**src/rtl/wt_frame_unpacker_pkg.sv**
```systemverilog
// Shared constants, FSM encoding and width helper for the turbine frame unpacker.
package wt_frame_unpacker_pkg;

  localparam int N_WindTurbine   = 4;
  localparam int WT_DATA_W       = 64;
  // Enable generation, FIFO q, then the FIFO output register.
  localparam int WT_READ_LATENCY = 3;

  typedef enum logic [1:0] {
    ST_IDLE    = 2'd0,
    ST_WAIT    = 2'd1,
    ST_CAPTURE = 2'd2,
    ST_DONE    = 2'd3
  } state_e;

  function automatic int clog2_min1(input int n);
    return (n <= 2) ? 1 : $clog2(n);
  endfunction

endpackage

```
**src/rtl/wt_frame_unpacker_if.sv**
```systemverilog
// Frame-unpacker bus: FIFO-side capture inputs and the network-side readout.
interface wt_frame_unpacker_if #(
  parameter int DATA_W = 64,
  parameter int ADDR_W = 2
);
  logic              start;
  logic [DATA_W-1:0] din;
  logic [ADDR_W-1:0] rd_addr;
  logic [DATA_W-1:0] rd_data;
  logic              frame_done;
  logic              busy;
  logic              active_bank;
  logic              overrun;
  logic [15:0]       frame_cnt;

  modport master (
    output start, din, rd_addr,
    input  rd_data, frame_done, busy, active_bank, overrun, frame_cnt
  );

  modport slave (
    input  start, din, rd_addr,
    output rd_data, frame_done, busy, active_bank, overrun, frame_cnt
  );
endinterface

```
**src/rtl/wt_pingpong_bank.sv**
```systemverilog
// Two banks of N_WT words: one write port into either bank, one registered read port.
module wt_pingpong_bank
  import wt_frame_unpacker_pkg::*;
#(
  parameter int N_WT   = N_WindTurbine,
  parameter int DATA_W = WT_DATA_W,
  parameter int ADDR_W = clog2_min1(N_WT),
  parameter int IDX_W  = clog2_min1(N_WT)
) (
  input  logic              clk,
  input  logic              rst,
  input  logic              we_i,
  input  logic              wr_bank_i,
  input  logic [IDX_W-1:0]  wr_slot_i,
  input  logic [DATA_W-1:0] wr_data_i,
  input  logic              rd_bank_i,
  input  logic [ADDR_W-1:0] rd_addr_i,
  output logic [DATA_W-1:0] rd_data_o
);

  localparam logic [ADDR_W:0] N_WT_A = (ADDR_W + 1)'(N_WT);

  logic [DATA_W-1:0] mem_q [2][N_WT];
  logic [DATA_W-1:0] rd_data_q;
  logic [IDX_W-1:0]  rd_idx;
  logic              rd_in_range;

  assign rd_in_range = ({1'b0, rd_addr_i} < N_WT_A);
  assign rd_idx      = rd_addr_i[IDX_W-1:0];

  always_ff @(posedge clk or posedge rst) begin
    if (rst) begin
      for (int b = 0; b < 2; b++) begin
        for (int s = 0; s < N_WT; s++) begin
          mem_q[b][s] <= '0;
        end
      end
      rd_data_q <= '0;
    end else begin
      if (we_i) begin
        mem_q[wr_bank_i][wr_slot_i] <= wr_data_i;
      end
      rd_data_q <= rd_in_range ? mem_q[rd_bank_i][rd_idx] : '0;
    end
  end

  assign rd_data_o = rd_data_q;

endmodule

```
**src/rtl/wt_frame_unpacker.sv**
```systemverilog
// Captures N_WT FIFO words per frame into the idle bank and commits them by bank swap.
// IDLE wait start | WAIT read latency | CAPTURE write N_WT words | DONE swap banks
module wt_frame_unpacker
  import wt_frame_unpacker_pkg::*;
#(
  parameter int N_WT         = N_WindTurbine,
  parameter int DATA_W       = WT_DATA_W,
  parameter int READ_LATENCY = WT_READ_LATENCY,
  parameter int ADDR_W       = clog2_min1(N_WT)
) (
  input  logic clk,
  input  logic rst,
  wt_frame_unpacker_if.slave bus
);

  localparam int IDX_W = clog2_min1(N_WT);
  localparam int LAT_W = clog2_min1(READ_LATENCY);
  localparam logic [LAT_W-1:0] LAT_LOAD = LAT_W'((READ_LATENCY > 1) ? READ_LATENCY - 2 : 0);
  localparam logic [IDX_W-1:0] K_LAST   = IDX_W'(N_WT - 1);

  state_e            state_q, state_d;
  logic [LAT_W-1:0]  lat_q, lat_d;
  logic [IDX_W-1:0]  k_q, k_d;
  logic              active_bank_q, active_bank_d;
  logic              overrun_q, overrun_d;
  logic [15:0]       frame_cnt_q, frame_cnt_d;
  logic              cap_we;

  always_comb begin
    state_d = state_q;
    lat_d   = lat_q;
    k_d     = k_q;
    cap_we  = 1'b0;
    case (state_q)
      ST_IDLE: begin
        if (bus.start) begin
          k_d = '0;
          if (READ_LATENCY == 1) begin
            state_d = ST_CAPTURE;
          end else begin
            state_d = ST_WAIT;
            lat_d   = LAT_LOAD;
          end
        end
      end
      ST_WAIT: begin
        if (lat_q == '0) state_d = ST_CAPTURE;
        else             lat_d   = lat_q - LAT_W'(1);
      end
      ST_CAPTURE: begin
        cap_we = 1'b1;
        if (k_q == K_LAST) state_d = ST_DONE;
        else               k_d     = k_q + IDX_W'(1);
      end
      ST_DONE: state_d = ST_IDLE;
      default: state_d = ST_IDLE;
    endcase
  end

  always_comb begin
    active_bank_d = active_bank_q;
    frame_cnt_d   = frame_cnt_q;
    overrun_d     = overrun_q;
    if (state_q == ST_DONE) begin
      active_bank_d = ~active_bank_q;
      frame_cnt_d   = frame_cnt_q + 16'd1;
    end
    if (bus.start && (state_q != ST_IDLE)) overrun_d = 1'b1;
  end

  always_ff @(posedge clk or posedge rst) begin
    if (rst) begin
      state_q       <= ST_IDLE;
      lat_q         <= '0;
      k_q           <= '0;
      active_bank_q <= 1'b0;
      overrun_q     <= 1'b0;
      frame_cnt_q   <= '0;
    end else begin
      state_q       <= state_d;
      lat_q         <= lat_d;
      k_q           <= k_d;
      active_bank_q <= active_bank_d;
      overrun_q     <= overrun_d;
      frame_cnt_q   <= frame_cnt_d;
    end
  end

  // Read select follows the next bank so the read registered on the swap edge already sees the new frame.
  wt_pingpong_bank #(
    .N_WT   (N_WT),
    .DATA_W (DATA_W),
    .ADDR_W (ADDR_W),
    .IDX_W  (IDX_W)
  ) u_bank (
    .clk       (clk),
    .rst       (rst),
    .we_i      (cap_we),
    .wr_bank_i (~active_bank_q),
    .wr_slot_i (k_q),
    .wr_data_i (bus.din),
    .rd_bank_i (active_bank_d),
    .rd_addr_i (bus.rd_addr),
    .rd_data_o (bus.rd_data)
  );

  assign bus.frame_done  = (state_q == ST_DONE);
  assign bus.busy        = (state_q != ST_IDLE);
  assign bus.active_bank = active_bank_q;
  assign bus.overrun     = overrun_q;
  assign bus.frame_cnt   = frame_cnt_q;

endmodule

```
**src/flat_wrapper.sv**
```systemverilog
// flat-port wrapper written by rule: the top's interface ports become plain ports
module wt_frame_unpacker_flat import wt_frame_unpacker_pkg::*;
#(
  parameter int N_WT         = N_WindTurbine,
  parameter int DATA_W       = WT_DATA_W,
  parameter int READ_LATENCY = WT_READ_LATENCY,
  parameter int ADDR_W       = clog2_min1(N_WT)
)
  (clk, rst, bus_start, bus_din, bus_rd_addr, bus_rd_data, bus_frame_done, bus_busy, bus_active_bank, bus_overrun, bus_frame_cnt);
  wt_frame_unpacker_if #(.DATA_W(DATA_W), .ADDR_W(ADDR_W)) bus_i ();
  input  logic clk;
  input  logic rst;
  input wire logic [$bits(bus_i.start)-1:0] bus_start;
  input wire logic [$bits(bus_i.din)-1:0] bus_din;
  input wire logic [$bits(bus_i.rd_addr)-1:0] bus_rd_addr;
  output wire logic [$bits(bus_i.rd_data)-1:0] bus_rd_data;
  output wire logic [$bits(bus_i.frame_done)-1:0] bus_frame_done;
  output wire logic [$bits(bus_i.busy)-1:0] bus_busy;
  output wire logic [$bits(bus_i.active_bank)-1:0] bus_active_bank;
  output wire logic [$bits(bus_i.overrun)-1:0] bus_overrun;
  output wire logic [$bits(bus_i.frame_cnt)-1:0] bus_frame_cnt;
  assign bus_i.start = bus_start;
  assign bus_i.din = bus_din;
  assign bus_i.rd_addr = bus_rd_addr;
  assign bus_rd_data = bus_i.rd_data;
  assign bus_frame_done = bus_i.frame_done;
  assign bus_busy = bus_i.busy;
  assign bus_active_bank = bus_i.active_bank;
  assign bus_overrun = bus_i.overrun;
  assign bus_frame_cnt = bus_i.frame_cnt;
  wt_frame_unpacker #(.N_WT(N_WT), .DATA_W(DATA_W), .READ_LATENCY(READ_LATENCY), .ADDR_W(ADDR_W)) u_core (.clk(clk), .rst(rst), .bus(bus_i));
endmodule
```
**config.mk**
```make
export PLATFORM = sky130hd
export DESIGN_NAME = wt_frame_unpacker_flat
export DESIGN_NICKNAME = d
export VERILOG_FILES = /design/src/rtl/wt_frame_unpacker_pkg.sv /design/src/rtl/wt_frame_unpacker_if.sv /design/src/rtl/wt_pingpong_bank.sv /design/src/rtl/wt_frame_unpacker.sv /design/src/flat_wrapper.sv
export SDC_FILE = /design/constraint.sdc
export NUM_CORES = 1
export LEC_CHECK = 0
export CAP_MARGIN = 20
export CORE_AREA = 2 2 295 297
export CTS_CLUSTER_SIZE = 16
export DETAILED_ROUTE_END_ITERATION = 16
export DIE_AREA = 0 0 297 299
export GPL_TIMING_DRIVEN = 0
export PLACE_DENSITY = 0.49
export SLEW_MARGIN = 20
export SYNTH_ARGS = -nofsm -noshare
export SYNTH_HDL_FRONTEND = slang
export SYNTH_SLANG_ARGS = --single-unit
export TNS_END_PERCENT = 50
```
**constraint.sdc**
```tcl
create_clock -name clk -period 27.7 [get_ports clk]
set_input_delay 5.54 -clock clk [delete_from_list [all_inputs] [get_ports clk]]
set_output_delay 5.54 -clock clk [all_outputs]
set_load 0.005 [all_outputs]
```
==> results.yml <==
run_status:
  outcome: "completed"
sta:
  clock.fmax_ghz: 0.1316
  fin_ws_ns: 20.10
  grt_setup_unrepaired: "no"
  maxSlewViolCount: 0
  finalCritPeriodShare_pct: 27.44
  holdWs_ns: 0.4536
  finalClockSkew_ns: 0.01710
  finalHoldViolations: 0
  tightest_slew_ns: 0.9614
  setup_tns_ns: 0
  slew_headroom_pct: 35.91
  setup_viol: 0
  period_needed_ns: 7.601
routing:
  wl_met1_mm: 28.02
  wl_per_cell_um: 21.31
  initialDrtViolationCount: 594
  routed_wl_mm: 62.36
  dr_wl_met2_mm: 30.69
  vias: 13790
  avgViaCountPerCell: 4.710
  drc: 0
  ant_nets: 0
  wl_met3_mm: 2.126
  firstDrtPassIters: 4
  top_layer: "met5"
floorplan:
  ioPinCount: 153
  dieArea_um2: 88800
  core_area_um2: 85940
  start_util_pct: 29.63
  die_h_um: 299
  rows: 108
  die-width_um: 297
logic_synthesis:
  synth_most_common_cell: "dfrtp_1"
  synth_seq_cells: 600
  async_flop_share_pct: 100.0
  synth_edf_count: 0
  yosysWarnings: 0
  yosys.area.top_type_share_pct: 58.96
  synthTopCellsByCount: "600 x dfrtp_1, 578 x mux2_2, 128 x mux4_2"
  synth_area_um2: 25470
  syn_avg_cell_area_um2: 17.11
  synth_ff_type: "dfrtp_1"
  ys_seq_area_share_pct: 58.96
  synthTopCellsByArea: "dfrtp_1 59%, mux2_2 26%, mux4_2 11%"
  syn_nets: 1567
  yosysTopAreaCell: "dfrtp_1"
  synth_cells: 1488
  synth_cell_types: 30
finish:
  fill_cells: 8235
  drive_above_1_share_pct: 47.88
  finish.utilization_pct: 35.99
  multi_input_area_um2: 9978
  seq_area_um2: 15010
  area_growth_pct: 21.46
  nNetsFinal: 1796
clock_network:
  h-tree-depth: 3
  holdBufCountCts: 0
  cts_sinks: 600
  clockRootBuffer: "clkbuf_16"
  post_cts_buffers: 0
  path_clk_slew_ns: 0.06
  cts_resized: 0
  cts_tree: "done"
  clkLatencyLatePin_ns: 0.62
  clock_path_buffers: 3
  numCtsBuffers: 71
power:
  totalPowerFinal_mw: 3.870
  ir_worst_vdd_uv: 57.02
  power_density_nw_per_um2: 125.1
  p_leak_nw: 12.54
worst_hold_path:
  hp-start: "u_core.bus.overrun"
  min_path_type: "reg -> reg"
grt:
  grt_pass1_wl_mm: 96.19
  grt_use_total_pct: 14.26
  antenna_found_initial: 5
  grt_max_degree: 106
  grt_pass1_vias: 15240
  overflow: 0
place:
  portBuffers: 150
  gp_congestion: 0.7141
  dp_slack_ns: 19.57
  hpwl_mm: 39.57
critical_path:
  crit_fanout: 6
  cp_data_required_time_ns: 22.16
  crit_path_start: "u_core.state_q[0]"
  cp-end-kind: "primary output"
  start_kind: "flip-flop"
  crit-reg2reg-launch: "u_core.state_q[0]"
  worstSetupPathType: "reg -> out"
  critPathArrivalTime_ns: 2.06
flow_run:
  max_cap_violations: 0
## stage by stage
stage / cells / instance area [µm²]
2_1_floorplan: 1488 / 25470
3_3_place_gp: 2793 / 28410
3_5_place_dp: 2799 / 28590
4_1_cts: 2926 / 30930
5_1_grt: 2926 / 30930
6_report: 2927 / 30930
## sequential cells by signal, summed over array words and instances, names as in the netlist
name,cells
u_core.bus.active_bank,1
u_core.bus.frame_cnt,16
u_core.bus.overrun,1
u_core.k_q,2
u_core.lat_q,2
u_core.state_q,2
u_core.u_bank.mem_q,512
u_core.u_bank.rd_data_o,64
## layer usage
metal	up-vias	GRT usage [%]
met5	-	0
met4	6	4.882
met3	88	2.377
met2	207	23.86
met1	7466	18.81
li1	6018	-
## kinds of logic (layout without fill, tap and decap cells)
group                      after synthesis  count (layout)  synth area share (%)
AOI/OAI and AO/OA                       13              13                0.3489
xor gates and xnor gates                16              16                0.5503
buffers and inverters                   97             380                 1.857
muxes                                  707             707                 36.92
other                                    0               1                     0
adders and majority gates               10              10                0.4913
and+or+nand+nor                         45              45                0.8745
DFF                                    600             600                 58.96
## path summary, 6_finish.rpt
kind | to | slack, ns | cells after the start
worst max-delay path | bus_busy | 20.10 | 4
worst min-delay path | u_core.bus.overrun | 0.45 | 1
worst max register to register | u_core.u_bank.rd_data_o[41] | 24.80 | 7
worst min register to register | u_core.bus.overrun | 0.45 | 1
max in group asynchronous | u_core.u_bank.mem_q[346] | 20.63 | 5
min in group asynchronous | u_core.bus.frame_cnt[15] | 5.26 | 2
## where the power goes
part / switching, mW / internal, mW / total (mW)
combinational: 0.512 / 0.893 / 1.40
sequential: 0.205 / 1.32 / 1.53
clock: 0.376 / 0.559 / 0.935
## cell usage in the layout (no fill, tap or decap), drive strengths merged, types with 2 or more instances in the layout
cell,instances
a22o,3
inv,17
dfrtp,600
o21ai,4
nor2b,4
mux4,128
nand3,9
and3,2
bufinv,4
ha,10
mux2,578
clkinv,10
xor2,4
clkbuf,169
xnor2,12
nand2,16
clkdlybuf4s50,150
buf,29
a21oi,2
nor3,3
nand4,3
nand2b,2
nor2,3
## layout make-up
| class | count | share of cell area [%] |
|---|---|---|
| Antenna cell | 1 | 0.008090 |
| Buffer | 88 | 1.428 |
| Clock buffer | 104 | 6.695 |
| Clock inverter | 23 | 0.8738 |
| Inverter | 9 | 0.1335 |
| Multi-Input combinational cell | 791 | 32.26 |
| Sequential cell | 600 | 48.54 |
| Tap cell | 1155 | 4.672 |
| Timing Repair Buffer | 156 | 5.388 |
## worst max-delay path, stage by stage (launching register included)
cell and delay, ns:
dfrtp_1 0.40, inv_1 0.08, ha_1 0.28, inv_1 0.17, clkdlybuf4s50_1 0.52
Note: power is estimated with default switching activity, not from simulation.
